`config.mk`:
```
export PLATFORM = sky130hd
export DESIGN_NAME = mc_control_unit
export DESIGN_NICKNAME = d
export VERILOG_FILES = /design/src/rtl/cpu_types_pkg.sv /design/src/rtl/mc_decode.sv /design/src/rtl/mc_control_unit.sv
export SDC_FILE = /design/constraint.sdc
export NUM_CORES = 1
export LEC_CHECK = 0
export CORE_MARGIN = 8
export CORE_UTILIZATION = 45
export CTS_BUF_LIST = sky130_fd_sc_hd__clkbuf_8 sky130_fd_sc_hd__clkbuf_16
export DETAILED_ROUTE_END_ITERATION = 6
export GPL_TIMING_DRIVEN = 0
export PLACE_DENSITY_LB_ADDON = 0.08
export SETUP_SLACK_MARGIN = 0.02
export SYNTH_ARGS = -nofsm -noshare
export SYNTH_HDL_FRONTEND = slang
export SYNTH_SLANG_ARGS = --single-unit
```
`constraint.sdc`:
```
create_clock -name CLK -period 3.1 [get_ports CLK]
set_clock_uncertainty 0.2 [all_clocks]
set_input_delay 0.775 -clock CLK [delete_from_list [all_inputs] [get_ports CLK]]
set_output_delay 0.775 -clock CLK [all_outputs]
set_load 0.005 [all_outputs]
```
`src/rtl/cpu_types_pkg.sv`:
```
// A0 processor shared types.
// ISA encodings plus multicycle control additions.
package cpu_types_pkg;

  typedef enum logic [5:0] {
    RTYPE = 6'h00,
    J     = 6'h02,
    JAL   = 6'h03,
    BEQ   = 6'h04,
    BNE   = 6'h05,
    ADDIU = 6'h09,
    SLTI  = 6'h0a,
    SLTIU = 6'h0b,
    ANDI  = 6'h0c,
    ORI   = 6'h0d,
    XORI  = 6'h0e,
    LUI   = 6'h0f,
    LW    = 6'h23,
    SW    = 6'h2b,
    HALT  = 6'h3f
  } opcode_t;

  typedef enum logic [5:0] {
    SLL  = 6'h00,
    SRL  = 6'h02,
    JR   = 6'h08,
    ADD  = 6'h20,
    ADDU = 6'h21,
    SUB  = 6'h22,
    SUBU = 6'h23,
    AND  = 6'h24,
    OR   = 6'h25,
    XOR  = 6'h26,
    NOR  = 6'h27,
    SLT  = 6'h2a,
    SLTU = 6'h2b
  } funct_t;

  typedef enum logic [3:0] {
    ALU_SLL,
    ALU_SRL,
    ALU_ADD,
    ALU_SUB,
    ALU_AND,
    ALU_OR,
    ALU_XOR,
    ALU_NOR,
    ALU_SLT,
    ALU_SLTU
  } aluop_t;

  typedef enum logic [2:0] {
    MC_FETCH  = 3'd0,
    MC_DECODE = 3'd1,
    MC_EXEC   = 3'd2,
    MC_MEM    = 3'd3,
    MC_WB     = 3'd4,
    MC_HALT   = 3'd5,
    MC_ERROR  = 3'd6
  } mc_state_t;

  localparam logic [2:0] PCSRC_RS   = 3'd0;
  localparam logic [2:0] PCSRC_JUMP = 3'd1;
  localparam logic [2:0] PCSRC_BR   = 3'd2;
  localparam logic [2:0] PCSRC_PC4  = 3'd4;

  typedef struct packed {
    logic [1:0] reg_dst;
    logic [1:0] mem_to_reg;
    logic [1:0] alu_src;
    logic       alu_src2;
    logic       ext_op;
    aluop_t     alu_ctr;
    logic       is_jump;
    logic       is_jal;
    logic       is_jr;
    logic       is_branch;
    logic       is_beq;
    logic       is_load;
    logic       is_store;
    logic       is_halt;
    logic       is_alu;
    logic       is_nop;
  } mc_dec_t;

endpackage

```
`src/rtl/mc_decode.sv`:
```
// Field extraction and per-opcode static selects.
// Purely combinational; state gating lives in the top.
module mc_decode
  import cpu_types_pkg::*;
(
  input  logic [31:0] instruction,
  output mc_dec_t     dec
);

  opcode_t op;
  funct_t  fn;

  assign op = opcode_t'(instruction[31:26]);
  assign fn = funct_t'(instruction[5:0]);

  always_comb begin
    dec        = '0;
    dec.is_nop = (instruction == '0);
    unique case (op)
      RTYPE: begin
        dec.reg_dst = 2'd1;
        dec.is_alu  = 1'b1;
        unique case (fn)
          SLL: begin
            dec.alu_ctr  = ALU_SLL;
            dec.alu_src2 = 1'b1;
          end
          SRL: begin
            dec.alu_ctr  = ALU_SRL;
            dec.alu_src2 = 1'b1;
          end
          JR: begin
            dec.is_jr  = 1'b1;
            dec.is_alu = 1'b0;
          end
          ADD, ADDU: dec.alu_ctr = ALU_ADD;
          SUB, SUBU: dec.alu_ctr = ALU_SUB;
          AND:       dec.alu_ctr = ALU_AND;
          OR:        dec.alu_ctr = ALU_OR;
          XOR:       dec.alu_ctr = ALU_XOR;
          NOR:       dec.alu_ctr = ALU_NOR;
          SLT:       dec.alu_ctr = ALU_SLT;
          SLTU:      dec.alu_ctr = ALU_SLTU;
          default:   dec.is_alu  = 1'b0;
        endcase
      end
      J: dec.is_jump = 1'b1;
      JAL: begin
        dec.is_jal     = 1'b1;
        dec.reg_dst    = 2'd2;
        dec.mem_to_reg = 2'd2;
      end
      BEQ, BNE: begin
        dec.is_branch = 1'b1;
        dec.is_beq    = (op == BEQ);
        dec.alu_ctr   = ALU_SUB;
        dec.ext_op    = 1'b1;
      end
      ADDIU, SLTI, SLTIU: begin
        dec.is_alu  = 1'b1;
        dec.alu_src = 2'd1;
        dec.ext_op  = 1'b1;
        dec.alu_ctr = (op == ADDIU) ? ALU_ADD :
                      (op == SLTI)  ? ALU_SLT : ALU_SLTU;
      end
      ANDI, ORI, XORI: begin
        dec.is_alu  = 1'b1;
        dec.alu_src = 2'd1;
        dec.alu_ctr = (op == ANDI) ? ALU_AND :
                      (op == ORI)  ? ALU_OR  : ALU_XOR;
      end
      LUI: begin
        dec.is_alu  = 1'b1;
        dec.alu_src = 2'd2;
        dec.alu_ctr = ALU_OR;
      end
      LW, SW: begin
        dec.is_load    = (op == LW);
        dec.is_store   = (op == SW);
        dec.mem_to_reg = (op == LW) ? 2'd1 : 2'd0;
        dec.alu_src    = 2'd1;
        dec.ext_op     = 1'b1;
        dec.alu_ctr    = ALU_ADD;
      end
      HALT:    dec.is_halt = 1'b1;
      default: ;
    endcase
  end

endmodule

```
`src/rtl/mc_control_unit.sv`:
```
// Multicycle control FSM for the A0 core.
// Sequences FETCH/DECODE/EXEC/MEM/WB with memory timeout.
module mc_control_unit
  import cpu_types_pkg::*;
#(
  parameter int WAIT_W   = 4,
  parameter int WAIT_MAX = 15,
  parameter int CNT_W    = 32
) (
  input  logic             CLK,
  input  logic             nRST,
  input  logic [31:0]      instruction,
  input  logic             ihit,
  input  logic             dhit,
  input  logic             zero,
  output logic             iREN,
  output logic             dREN,
  output logic             dWEN,
  output logic             IRWr,
  output logic             PCWr,
  output logic             RegWr,
  output logic [1:0]       RegDst,
  output logic [1:0]       MemToReg,
  output logic [1:0]       ALUSrc,
  output logic             ALUSrc2,
  output logic             ExtOp,
  output aluop_t           ALUctr,
  output logic [2:0]       PCSrc,
  output mc_state_t        state,
  output logic             halt,
  output logic             timeout_err,
  output logic [CNT_W-1:0] instr_count
);

  mc_dec_t           dec;
  mc_state_t         state_n;
  logic [WAIT_W-1:0] wait_cnt;
  logic [WAIT_W-1:0] wait_n;
  logic              wait_last;
  logic              retire;
  logic              sel_on;

  mc_decode u_dec (
    .instruction (instruction),
    .dec         (dec)
  );

  // Last wait cycle: no hit now means the count reaches WAIT_MAX.
  assign wait_last = (wait_cnt == WAIT_W'(WAIT_MAX - 1));

  always_comb begin
    state_n = state;
    iREN    = 1'b0;
    dREN    = 1'b0;
    dWEN    = 1'b0;
    IRWr    = 1'b0;
    PCWr    = 1'b0;
    RegWr   = 1'b0;
    PCSrc   = PCSRC_PC4;
    unique case (state)
      MC_FETCH: begin
        iREN = 1'b1;
        if (ihit) begin
          IRWr    = 1'b1;
          PCWr    = 1'b1;
          state_n = MC_DECODE;
        end else if (wait_last) begin
          state_n = MC_ERROR;
        end
      end
      MC_DECODE: begin
        unique case (1'b1)
          dec.is_halt: state_n = MC_HALT;
          dec.is_jump: begin
            PCWr    = 1'b1;
            PCSrc   = PCSRC_JUMP;
            state_n = MC_FETCH;
          end
          dec.is_jal: begin
            PCWr    = 1'b1;
            PCSrc   = PCSRC_JUMP;
            state_n = MC_WB;
          end
          dec.is_jr: begin
            PCWr    = 1'b1;
            PCSrc   = PCSRC_RS;
            state_n = MC_FETCH;
          end
          default: state_n = MC_EXEC;
        endcase
      end
      MC_EXEC: begin
        unique case (1'b1)
          dec.is_branch: begin
            PCWr    = (dec.is_beq == zero);
            PCSrc   = PCWr ? PCSRC_BR : PCSRC_PC4;
            state_n = MC_FETCH;
          end
          dec.is_load, dec.is_store: state_n = MC_MEM;
          dec.is_alu: state_n = MC_WB;
          default:    state_n = MC_FETCH;
        endcase
      end
      MC_MEM: begin
        dWEN = dec.is_store;
        dREN = !dec.is_store;
        if (dhit) begin
          state_n = dec.is_store ? MC_FETCH : MC_WB;
        end else if (wait_last) begin
          state_n = MC_ERROR;
        end
      end
      MC_WB: begin
        RegWr   = !dec.is_nop;
        state_n = MC_FETCH;
      end
      MC_HALT, MC_ERROR: ;
      default: state_n = MC_FETCH;
    endcase
  end

  always_comb begin
    wait_n = '0;
    if (state_n == state &&
        (state == MC_FETCH || state == MC_MEM)) begin
      wait_n = wait_cnt + WAIT_W'(1);
    end
  end

  assign retire = (state_n == MC_FETCH) &&
                  (state != MC_FETCH);

  assign sel_on   = state inside {MC_DECODE, MC_EXEC,
                                  MC_MEM, MC_WB};
  assign RegDst   = sel_on ? dec.reg_dst    : 2'd0;
  assign MemToReg = sel_on ? dec.mem_to_reg : 2'd0;
  assign ALUSrc   = sel_on ? dec.alu_src    : 2'd0;
  assign ALUSrc2  = sel_on & dec.alu_src2;
  assign ExtOp    = sel_on & dec.ext_op;
  assign ALUctr   = sel_on ? dec.alu_ctr : ALU_SLL;

  always_ff @(posedge CLK or negedge nRST) begin
    if (!nRST) begin
      state       <= MC_FETCH;
      wait_cnt    <= '0;
      instr_count <= '0;
      halt        <= 1'b0;
      timeout_err <= 1'b0;
    end else begin
      state    <= state_n;
      wait_cnt <= wait_n;
      if (retire && !(&instr_count)) begin
        instr_count <= instr_count + CNT_W'(1);
      end
      if (state == MC_HALT) begin
        halt <= 1'b1;
      end
      if (state == MC_ERROR) begin
        timeout_err <= 1'b1;
      end
    end
  end

endmodule

```
==> metrics.md <==
| Metric | Value |
|---|---|
| Status | finished, violations left |
| Failing checks | negative setup slack |
| Die Y | 92.32 µm |
| Final net count | 468 |
| Crit Path Max Fanout | 6 |
| Post-Synthesis Cells | 299 |
| Clock Root Buffer | clkbuf_8 |
| Gpl congestion | 0.8868 |
| CTS Hold Bufs | 0 |
| Clk sinks | 41 |
| Main area contributors after synthesis | dfrtp_1, xnor2_1, nand4_1, nor2_1, nand2_1 |
| Maxcap violations | 0 |
| P_sw | 852.4 µW |
| IO Port Bufs | 93 |
| Type of the worst setup path | in -> reg |
| Final setup vio count | 1 |
| Mapped Avg Cell Area | 8.767 µm² |
| Largest net degree at the start of global routing | 38 |
| Synthesized Nets | 339 |
| DRT antenna net count | 0 |
| Yosys warning total | 0 |
| Top delay family on crit path | simple AND/OR/NAND/NOR gates |
| Most common cell in the netlist | dfrtp_1 |
| H-tree Lvls | 2 |
| N_diodes | 0 |
| Sw Share | 37.99% |
| WL final | 8824 µm |
| Critical path, cell by cell | buf_8 -> nand4b_1 -> nor2_4 -> a311oi_2 -> or4_4 -> buf_6 -> or4_4 -> buf_8 -> nor3_4 -> xor2_1 |
| Slew HR | 58.67% |
| Combinational power share | 48.9% |
| Layout cell share with drive strength beyond 1 | 27.04% |
| Peak supply drop | 0.0004162 V |
| CTS tree | built |
| CP max stage delay | 0.52 ns |
| Number of synthesized flops with an enable pin | 0 |
| Clock power share | 19.5% |
| Wire per inst | 17.51 µm |
| Initial antenna violation count | 0 |
| Final period util | 100.9% |
| Cell area power density | 522.3 nW/µm² |
| HPWL Detailed | 6115 µm |
| Sequential area share after synthesis | 39.14% |
| Vias in the first global route | 2754 |
| Syn-to-layout area delta | 63.91% |
| Io pins | 95 |
| Register bit total from synthesis | 41 |
| Core region area | 5781 µm² |
| Fmax | 0.3196 GHz |
| CTS buffer count | 5 |
| First-pass GRT wire length | 13870 µm |
| Drt first pass iters | 4 |
| Async set-reset flop share out of synthesis | 100.0% |
| Synth Cell Area | 2621 µm² |
| Total chip power | 2.244 mW |
| Slew Limit Fails | 0 |
| Hold/Removal Path Class | in -> async |
| Yosys cell types | 50 |
| CP max stage cell | or4_4 |
| Worst-margin pin slew | 0.6173 ns |
| Residual DRC count | 0 |
| Top FF cell, synth | dfrtp_1 |
| Leakage | 1.816 nW |
| Design area | 4297 µm² |
| Commonest cells post-synth | dfrtp_1, nor2_1, nand2_1, xnor2_1, nand4_1 |
| Top cell type's share of synthesized area | 39.14% |
| Critical path required time | 3.13 ns |
| Die ar. | 8523 µm² |
| Worst Slack Setup Final | -0.02873 ns |
| Die W | 92.32 µm |
| WP buf/inv | 3 |
| Largest area contributor in the netlist | dfrtp_1 |
| Skew-Pair Late Insertion Delay | 0.30 ns |
| Worst-case clock buffer depth | 2 |
| Register share of total power | 31.7% |
| Clock edge transition at the registers on the reported setup and hold paths | 0.09 ns |
| DR vias | 2806 |
| DR iter-0 viols | 132 |
| Tmin final | 3.129 ns |
| Fillers | 455 |
| Worst path arrival time | 3.15 ns |
| Initial Util | 45.35% |
| RSZ-0062 raised after global routing | yes |
| Worst setup SP type | input port |
| Crit. End Element | flip-flop |
| Vias/cell | 5.567 |
| Rows | 28 |
| Final hold violation count | 0 |
| Tot GR Track Use | 19.71% |
| Instance area at placement | 3661 µm² |
| Gr ovfl total | 0 |
| Internal Power | 1.392 mW |
cell families after synthesis:
logic type | count (synthesis) | synth area share [%]
buf+inv | 22 | 4.010
simple gates | 156 | 32.70
compound gates | 39 | 9.785
fa+ha+maj | 3 | 1.432
flops | 41 | 39.14
mux | 3 | 1.241
xor+xnor | 35 | 11.69
what timing repair did:
action                                  CTS  global route
buffers inserted                         18            12
gates cloned                              0             0
endpoints found under the setup margin   50            38
pin swaps                                21            17
gates resized for setup                 132            49
worst reg2reg max path, stage by stage, from the launching register on:
cell and delay (ns):
dfrtp_1 0.41, buf_2 0.20, nor2b_1 0.21, and4_1 0.21, or4_4 0.54, buf_6 0.16
or4_4 0.52, buf_8 0.15, nor3_4 0.18, xor2_1 0.16
sequential cells by signal, summed over array words and instances (netlist names):
name         flops
timeout_err      1
halt             1
wait_cnt         4
instr_count     32
state            3
power by group through the flow:
| stage | Sequential (mW) | Clock [mW] | Combinational, mW |
|---|---|---|---|
| 6_report | 0.711 | 0.437 | 1.10 |
| 5_1_grt | 0.725 | 0.466 | 1.17 |
| 4_1_cts | 0.706 | 0.446 | 0.970 |
| 3_5_place_dp | 0.714 | 0 | 0.819 |
| 3_3_place_gp | 0.713 | 0 | 0.804 |
| 2_1_floorplan | 0.700 | 0 | 0.431 |
metal layers:
| layer | vias up | global-route usage, % | wire length (µm) |
|---|---|---|---|
| li1 | 1346 | - | - |
| met1 | 1378 | 24.79 | 3891 |
| met2 | 76 | 33.55 | 4485 |
| met3 | 6 | 4.450 | 384 |
| met4 | 0 | 4.430 | 62 |
| met5 | - | 0 | 0 |
placed cells by master, fill, tap and decap left out, drive strengths merged, types with 9 or more instances in the layout:
| master | n |
|---|---|
| clkdlybuf4s50 | 61 |
| buf | 54 |
| dfrtp | 41 |
| nor2 | 33 |
| nand2 | 26 |
| xnor2 | 26 |
| nand4 | 20 |
| clkbuf | 16 |
| nor3 | 16 |
| nand3 | 14 |
| nor4 | 11 |
| o21ai | 10 |
| xor2 | 9 |
cell type report:
cell class | instances | area [µm²] | share of cell area, %
multi-input cells | 236 | 1770 | 41.21
inverters | 5 | 18.77 | 0.4368
clock inverters | 3 | 43.79 | 1.019
flip-flops and latches | 41 | 1026 | 23.88
plain buffers | 15 | 142.6 | 3.320
repair buffers | 124 | 1132 | 26.35
clock buffers | 5 | 68.82 | 1.602
well taps | 75 | 93.84 | 2.184
through the flow:
stage	hold WS (ns)	instances	utilization, %	setup slack (ns)	TNS, ns
2_1_floorplan	0.2510	299	-	-0.0006171	-0.001229
3_3_place_gp	0.2458	467	63.07	-1.064	-30.59
3_5_place_dp	0.2467	468	63.33	-1.110	-31.63
4_1_cts	0.07785	493	71.17	0.02197	0
5_1_grt	0.07913	504	74.33	-0.09573	-0.2202
6_report	0.08619	504	74.33	-0.02873	-0.02873
worst paths after layout:
check                      slack (ns)         endpoint  cells past startpoint       startpoint
hold / removal                   0.09      wait_cnt[3]                      1             nRST
min in group CLK                 0.26             halt                      1             halt
max in group asynchronous        2.19      timeout_err                      2             nRST
hold reg to reg                  0.26             halt                      1             halt
setup reg to reg                 0.11  instr_count[30]                      9         state[1]
setup / recovery                -0.03  instr_count[30]                     10  instruction[28]
Note: power is estimated with default switching activity, not from simulation.
